==> config.mk <==
export PLATFORM = sky130hd
export DESIGN_NAME = fp16_add_norm_round
export DESIGN_NICKNAME = d
export VERILOG_FILES = /design/src/rtl/fp16_add_norm_round.sv
export SDC_FILE = /design/constraint.sdc
export NUM_CORES = 1
export LEC_CHECK = 0
export CORE_MARGIN = 2
export CORE_UTILIZATION = 55
export CTS_CLUSTER_DIAMETER = 200
export DETAILED_ROUTE_END_ITERATION = 7
export PLACE_DENSITY_LB_ADDON = 0.12
export SYNTH_ARGS = -nofsm -noshare
export SYNTH_HDL_FRONTEND = slang
export SYNTH_SLANG_ARGS = --single-unit
export TNS_END_PERCENT = 1
==> constraint.sdc <==
create_clock -name clk -period 8.13 [get_ports clk]
set_input_delay 2.0325 -clock clk [delete_from_list [all_inputs] [get_ports clk]]
set_output_delay 2.0325 -clock clk [all_outputs]
set_load 0.05 [all_outputs]
==> src/rtl/fp16_add_norm_round.sv <==
// Half-precision adder back end: mantissa add/subtract, normalise, round-to-nearest-even, pack.
// Three register stages share one stall signal driven by the output handshake.
module fp16_add_norm_round #(
    parameter int FLUSH_SUBNORM = 1
) (
    input  logic        clk,
    input  logic        rst,
    input  logic        in_valid,
    output logic        in_ready,
    input  logic        sign_in,
    input  logic        operation_in,
    input  logic [4:0]  big_exponent,
    input  logic [10:0] big_mantissa,
    input  logic [13:0] aligned_mantissa,
    output logic        out_valid,
    input  logic        out_ready,
    output logic [15:0] result,
    output logic        overflow,
    output logic        underflow,
    output logic        inexact
);

    always_ff @(posedge clk) begin
        assert (FLUSH_SUBNORM == 1) else $error("FLUSH_SUBNORM=0 is not supported");
    end

    logic adv;
    logic out_valid_reg;
    logic [15:0] result_reg;
    logic overflow_reg, underflow_reg, inexact_reg;

    assign adv       = ~out_valid_reg | out_ready;
    assign in_ready  = adv;
    assign out_valid = out_valid_reg;
    assign result    = result_reg;
    assign overflow  = overflow_reg;
    assign underflow = underflow_reg;
    assign inexact   = inexact_reg;

    // Stage 1: add/subtract magnitudes at full 15-bit width
    logic [14:0] op_a, op_b, sum_next;
    logic        s1_valid_reg, s1_sign_reg, s1_special_reg;
    logic [4:0]  s1_exp_reg;
    logic [9:0]  s1_payload_reg;
    logic [14:0] s1_sum_reg;

    assign op_a     = {1'b0, big_mantissa, 3'b000};
    assign op_b     = {1'b0, aligned_mantissa};
    assign sum_next = operation_in ? (op_a - op_b) : (op_a + op_b);

    always_ff @(posedge clk or posedge rst) begin
        if (rst) begin
            s1_valid_reg   <= 1'b0;
            s1_sign_reg    <= 1'b0;
            s1_special_reg <= 1'b0;
            s1_exp_reg     <= '0;
            s1_payload_reg <= '0;
            s1_sum_reg     <= '0;
        end else if (adv) begin
            s1_valid_reg <= in_valid;
            if (in_valid) begin
                s1_sign_reg    <= sign_in;
                s1_special_reg <= (big_exponent == 5'd31);
                s1_exp_reg     <= big_exponent;
                s1_payload_reg <= big_mantissa[9:0];
                s1_sum_reg     <= sum_next;
            end
        end
    end

    // Stage 2: normalise so the leading one lands at m[13]
    logic [3:0]         lz;
    logic [13:0]        norm_m;
    logic signed [6:0]  norm_e;
    logic               s2_valid_reg, s2_sign_reg, s2_special_reg;
    logic [9:0]         s2_payload_reg;
    logic [13:0]        s2_m_reg;
    logic signed [6:0]  s2_e_reg;

    always_comb begin
        lz = 4'd0;
        for (int i = 0; i < 14; i++) begin
            if (s1_sum_reg[i]) lz = 4'(13 - i);
        end
        if (s1_sum_reg[14]) begin
            norm_m = {s1_sum_reg[14:2], s1_sum_reg[1] | s1_sum_reg[0]};
            norm_e = $signed({2'b00, s1_exp_reg}) + 7'sd1;
        end else begin
            norm_m = s1_sum_reg[13:0] << lz;
            norm_e = $signed({2'b00, s1_exp_reg}) - $signed({3'b000, lz});
        end
    end

    always_ff @(posedge clk or posedge rst) begin
        if (rst) begin
            s2_valid_reg   <= 1'b0;
            s2_sign_reg    <= 1'b0;
            s2_special_reg <= 1'b0;
            s2_payload_reg <= '0;
            s2_m_reg       <= '0;
            s2_e_reg       <= '0;
        end else if (adv) begin
            s2_valid_reg <= s1_valid_reg;
            if (s1_valid_reg) begin
                s2_sign_reg    <= s1_sign_reg;
                s2_special_reg <= s1_special_reg;
                s2_payload_reg <= s1_payload_reg;
                s2_m_reg       <= norm_m;
                s2_e_reg       <= norm_e;
            end
        end
    end

    // Stage 3: round to nearest even and pack; a clear m[13] after normalising means the sum was zero
    logic               g_bit, r_bit, s_bit, round_up;
    logic [10:0]        frac_sum;
    logic signed [6:0]  e_rnd;
    logic [15:0]        result_next;
    logic               overflow_next, underflow_next, inexact_next;

    always_comb begin
        g_bit    = s2_m_reg[2];
        r_bit    = s2_m_reg[1];
        s_bit    = s2_m_reg[0];
        round_up = g_bit & (r_bit | s_bit | s2_m_reg[3]);
        frac_sum = {1'b0, s2_m_reg[12:3]} + {10'd0, round_up};
        e_rnd    = frac_sum[10] ? (s2_e_reg + 7'sd1) : s2_e_reg;

        result_next    = {s2_sign_reg, e_rnd[4:0], frac_sum[9:0]};
        overflow_next  = 1'b0;
        underflow_next = 1'b0;
        inexact_next   = g_bit | r_bit | s_bit;

        if (s2_special_reg) begin
            result_next  = {s2_sign_reg, 5'h1F, s2_payload_reg};
            inexact_next = 1'b0;
        end else if (!s2_m_reg[13]) begin
            result_next  = 16'h0000;
            inexact_next = 1'b0;
        end else if (e_rnd >= 7'sd31) begin
            result_next   = {s2_sign_reg, 5'h1F, 10'd0};
            overflow_next = 1'b1;
            inexact_next  = 1'b1;
        end else if (e_rnd <= 7'sd0) begin
            result_next    = {s2_sign_reg, 15'd0};
            underflow_next = 1'b1;
            inexact_next   = 1'b1;
        end
    end

    always_ff @(posedge clk or posedge rst) begin
        if (rst) begin
            out_valid_reg <= 1'b0;
            result_reg    <= '0;
            overflow_reg  <= 1'b0;
            underflow_reg <= 1'b0;
            inexact_reg   <= 1'b0;
        end else if (adv) begin
            out_valid_reg <= s2_valid_reg;
            if (s2_valid_reg) begin
                result_reg    <= result_next;
                overflow_reg  <= overflow_next;
                underflow_reg <= underflow_next;
                inexact_reg   <= inexact_next;
            end
        end
    end

endmodule

==> flow_summary.yaml <==
timing:
  drv_slew: 0
  fmax_ghz: 0.176
  slew_headroom_pct: 37.3
  finalClockSkew_ns: 0.0105
  setup_tns_ns: 0
  setup_viol: 0
  period_minus_slack_ns: 5.69
  fin_crit_sh_pct: 70.0
  rsz0062_at_grt: "false"
  hold_violations: 0
  tightest_slew_ns: 0.940
synth:
  synth_area_um2: 6180
  ys_ff_latch: 87
  synth_ff_type: "dfrtp_1"
  yosys.area_share.simple_pct: 22.2
  syn-num-nets: 821
  synth_cell_types: 81
  yosys_warnings: 0
  avgSynthCellArea_um2: 8.22
  seq_area_frac_synth_pct: 35.2
  synthAdderAreaFrac_pct: 6.92
  synthCells: 752
  synth_edf_count: 0
  synth_top_family_by_area: "compound AO/OA/AOI/OAI gates"
  synthArstFlopShare_pct: 100
  synth_compound_area_share_pct: 23.5
  synth_xor_xnor_area_share_pct: 4.11
  muxShareOfSynthArea_pct: 2.14
worst_setup_path:
  worstSetupEndpointType: "output pin"
  crit_slowest_cell: "clkdlybuf4s50_1"
  crit_type: "primary input to output pin"
  startpoint_type: "primary input"
  crit_fanout: 11
  critPathTopFamily: "buffers and inverters"
  critPathMaxStageDelay_ns: 0.87
  worstPathCellList: "clkdlybuf4s50_1 > nand2b_1 > clkdlybuf4s50_1"
  cp.required_ns: 6.10
  cpMostUsedCell: "clkdlybuf4s50_1"
  crit_arrival_ns: 3.66
  critical_path_buf_inv_count: 2
placement:
  port_buffers: 56
  dp_hpwl_mm: 12.5
  globalplace.congestion: 0.904
grt:
  grt_pass1_vias: 5573
  met2_usage_pct: 49.6
  met1_usage_pct: 37.7
  grt_most_used_layer: "met2"
  grt_max_degree: 52
  antenna_found_initial: 0
  met3_usage_pct: 4.12
  gr-total-overflow: 0
  track_usage_pct: 29.2
  grt_pass1_wl_mm: 27.2
run_status:
  outcome: "finished clean"
detailed_routing:
  vias: 5720
  first_pass_iters: 6
  drtIter0Drc: 623
  ant_nets: 0
  wire_per_inst_um: 18.3
  wl_mm: 16.9
  drc_errors: 0
  vias_per_cell: 6.20
die:
  core_um2: 10900
  die_x_um: 110
  rows: 38
  die_area_um2: 12100
  io_pins: 57
  die_height_um: 110
  start_util_pct: 56.8
layout:
  largest_reg_flops: 16
  nets: 846
  area_growth_pct: 12.0
  final_cell_mix: "133 x nand2_1, 87 x dfrtp_1, 56 x clkdlybuf4s50_1"
  final_common_cell: "nand2_1"
  final_layout_size_suffix_gt1_share_pct: 5.37
  diodes: 0
clock_tree:
  cts_hold_buf: 0
  htreeDepth: 3
  clock_latency_ns: 0.37
  cts.sinks: 87
  cts_buffers: 9
  cts_tree: "done"
  clk_path_buf_depth: 2
  post-cts-setup-buffers: 0
  cts-root-buf: "clkbuf_8"
  cts_resized: 0
  clk_pin_slew_ns: 0.09
flow_run:
  drv_cap: 0
pwr:
  vdd_drop_max_v: 0.000239
  p_per_area_nw_per_um2: 331
  total_power_w: 0.00229
  p_leak_nw: 3.08
min_path:
  hold_class: "register to register"
layer usage:
| metal | routed length, µm | up-vias | share of wire, % |
|---|---|---|---|
| li1 | - | 2737 | - |
| met1 | 7380 | 2770 | 44 |
| met2 | 8300 | 176 | 49 |
| met3 | 739 | 37 | 4.4 |
| met4 | 455 | 0 | 2.7 |
| met5 | 0 | - | 0 |
cell families (layout without fill, tap and decap cells):
family          after synthesis  count (layout)
buf+inv                      87             117
xor+xnor                     29              29
simple gates                289             289
fa+ha+maj                    33              33
flops                        87              87
mux                          13              13
compound gates              214             214
cell type report:
cell class                 instances  area (µm²)
sequential                        87        2180
clock inverter                     7        48.8
fill                             971        3960
multi-input combinational        578        3640
clock buffer                       9         124
inverter                          39         150
tap                              140         175
timing repair buffer              62         606
cells in the mapped netlist (3+ instances only):
library cell / instances / area share, %
nor3b_1: 3 / 0.36
xor2_1: 12 / 1.7
nand3b_1: 5 / 0.61
nand2b_1: 6 / 0.61
nand3_1: 19 / 1.5
a22oi_1: 3 / 0.36
o21ai_0: 51 / 4.1
a221o_1: 3 / 0.49
o22ai_1: 11 / 1.1
clkbuf_1: 29 / 1.8
a211oi_1: 13 / 1.6
buf_1: 5 / 0.30
buf_2: 10 / 0.81
nand2_1: 133 / 8.1
and2_1: 6 / 0.61
and3_1: 15 / 1.5
nor2_1: 53 / 3.2
nor4_1: 5 / 0.51
o21a_1: 4 / 0.49
a221oi_1: 5 / 0.71
o31a_1: 4 / 0.57
o31ai_1: 9 / 1.1
mux2i_1: 11 / 1.8
nor3_1: 16 / 1.3
a211o_1: 3 / 0.42
a21o_1: 9 / 1.1
nor2b_1: 7 / 0.71
a41oi_1: 3 / 0.42
nand4_1: 3 / 0.30
o211ai_1: 4 / 0.49
ha_1: 31 / 6.3
inv_1: 36 / 2.2
a31oi_1: 11 / 1.1
dfrtp_1: 87 / 35
a32oi_1: 3 / 0.42
a21oi_1: 42 / 3.4
o21ai_1: 4 / 0.32
xnor2_1: 17 / 2.4
worst min-delay path: stages, from the launching register on:
cell	delay, ns
dfrtp_1	0.35
nand2_1	0.05
nand2_1	0.05
metrics by stage:
step | hold WS (ns) | area (µm²) | setup WS [ns] | instances | utilization, %
final | 0.474 | 6920 | 2.44 | 922 | 63.6
after global routing | 0.499 | 6920 | 2.38 | 922 | 63.6
after CTS | 0.472 | 6920 | 2.44 | 922 | 63.6
after detailed placement | 0.456 | 6750 | 2.47 | 906 | 62.0
after global placement | 0.452 | 6750 | 2.47 | 906 | 62.0
after floorplan | 0.438 | 6180 | 3.36 | 752 | -
where the power goes:
part | switching, W | internal (W)
combinational | 0.000738 | 0.000452
clock | 0.000169 | 0.000112
sequential | 0.000223 | 0.000597
path summary, 6_finish.rpt:
check / cells after the start / slack, ns / end / start
worst min-delay path: 2 / 0.47 / s2_payload_reg[2] / s1_payload_reg[2]
min in group asynchronous: 2 / 2.04 / result[13] / rst
worst min register to register: 2 / 0.47 / s2_payload_reg[2] / s1_payload_reg[2]
worst max register to register: 12 / 4.61 / s2_e_reg[4] / s1_sum_reg[10]
max in group asynchronous: 3 / 5.00 / s1_sum_reg[14] / rst
worst max-delay path: 3 / 2.44 / in_ready / out_ready
No activity file was read; power rests on OpenSTA's default activity.
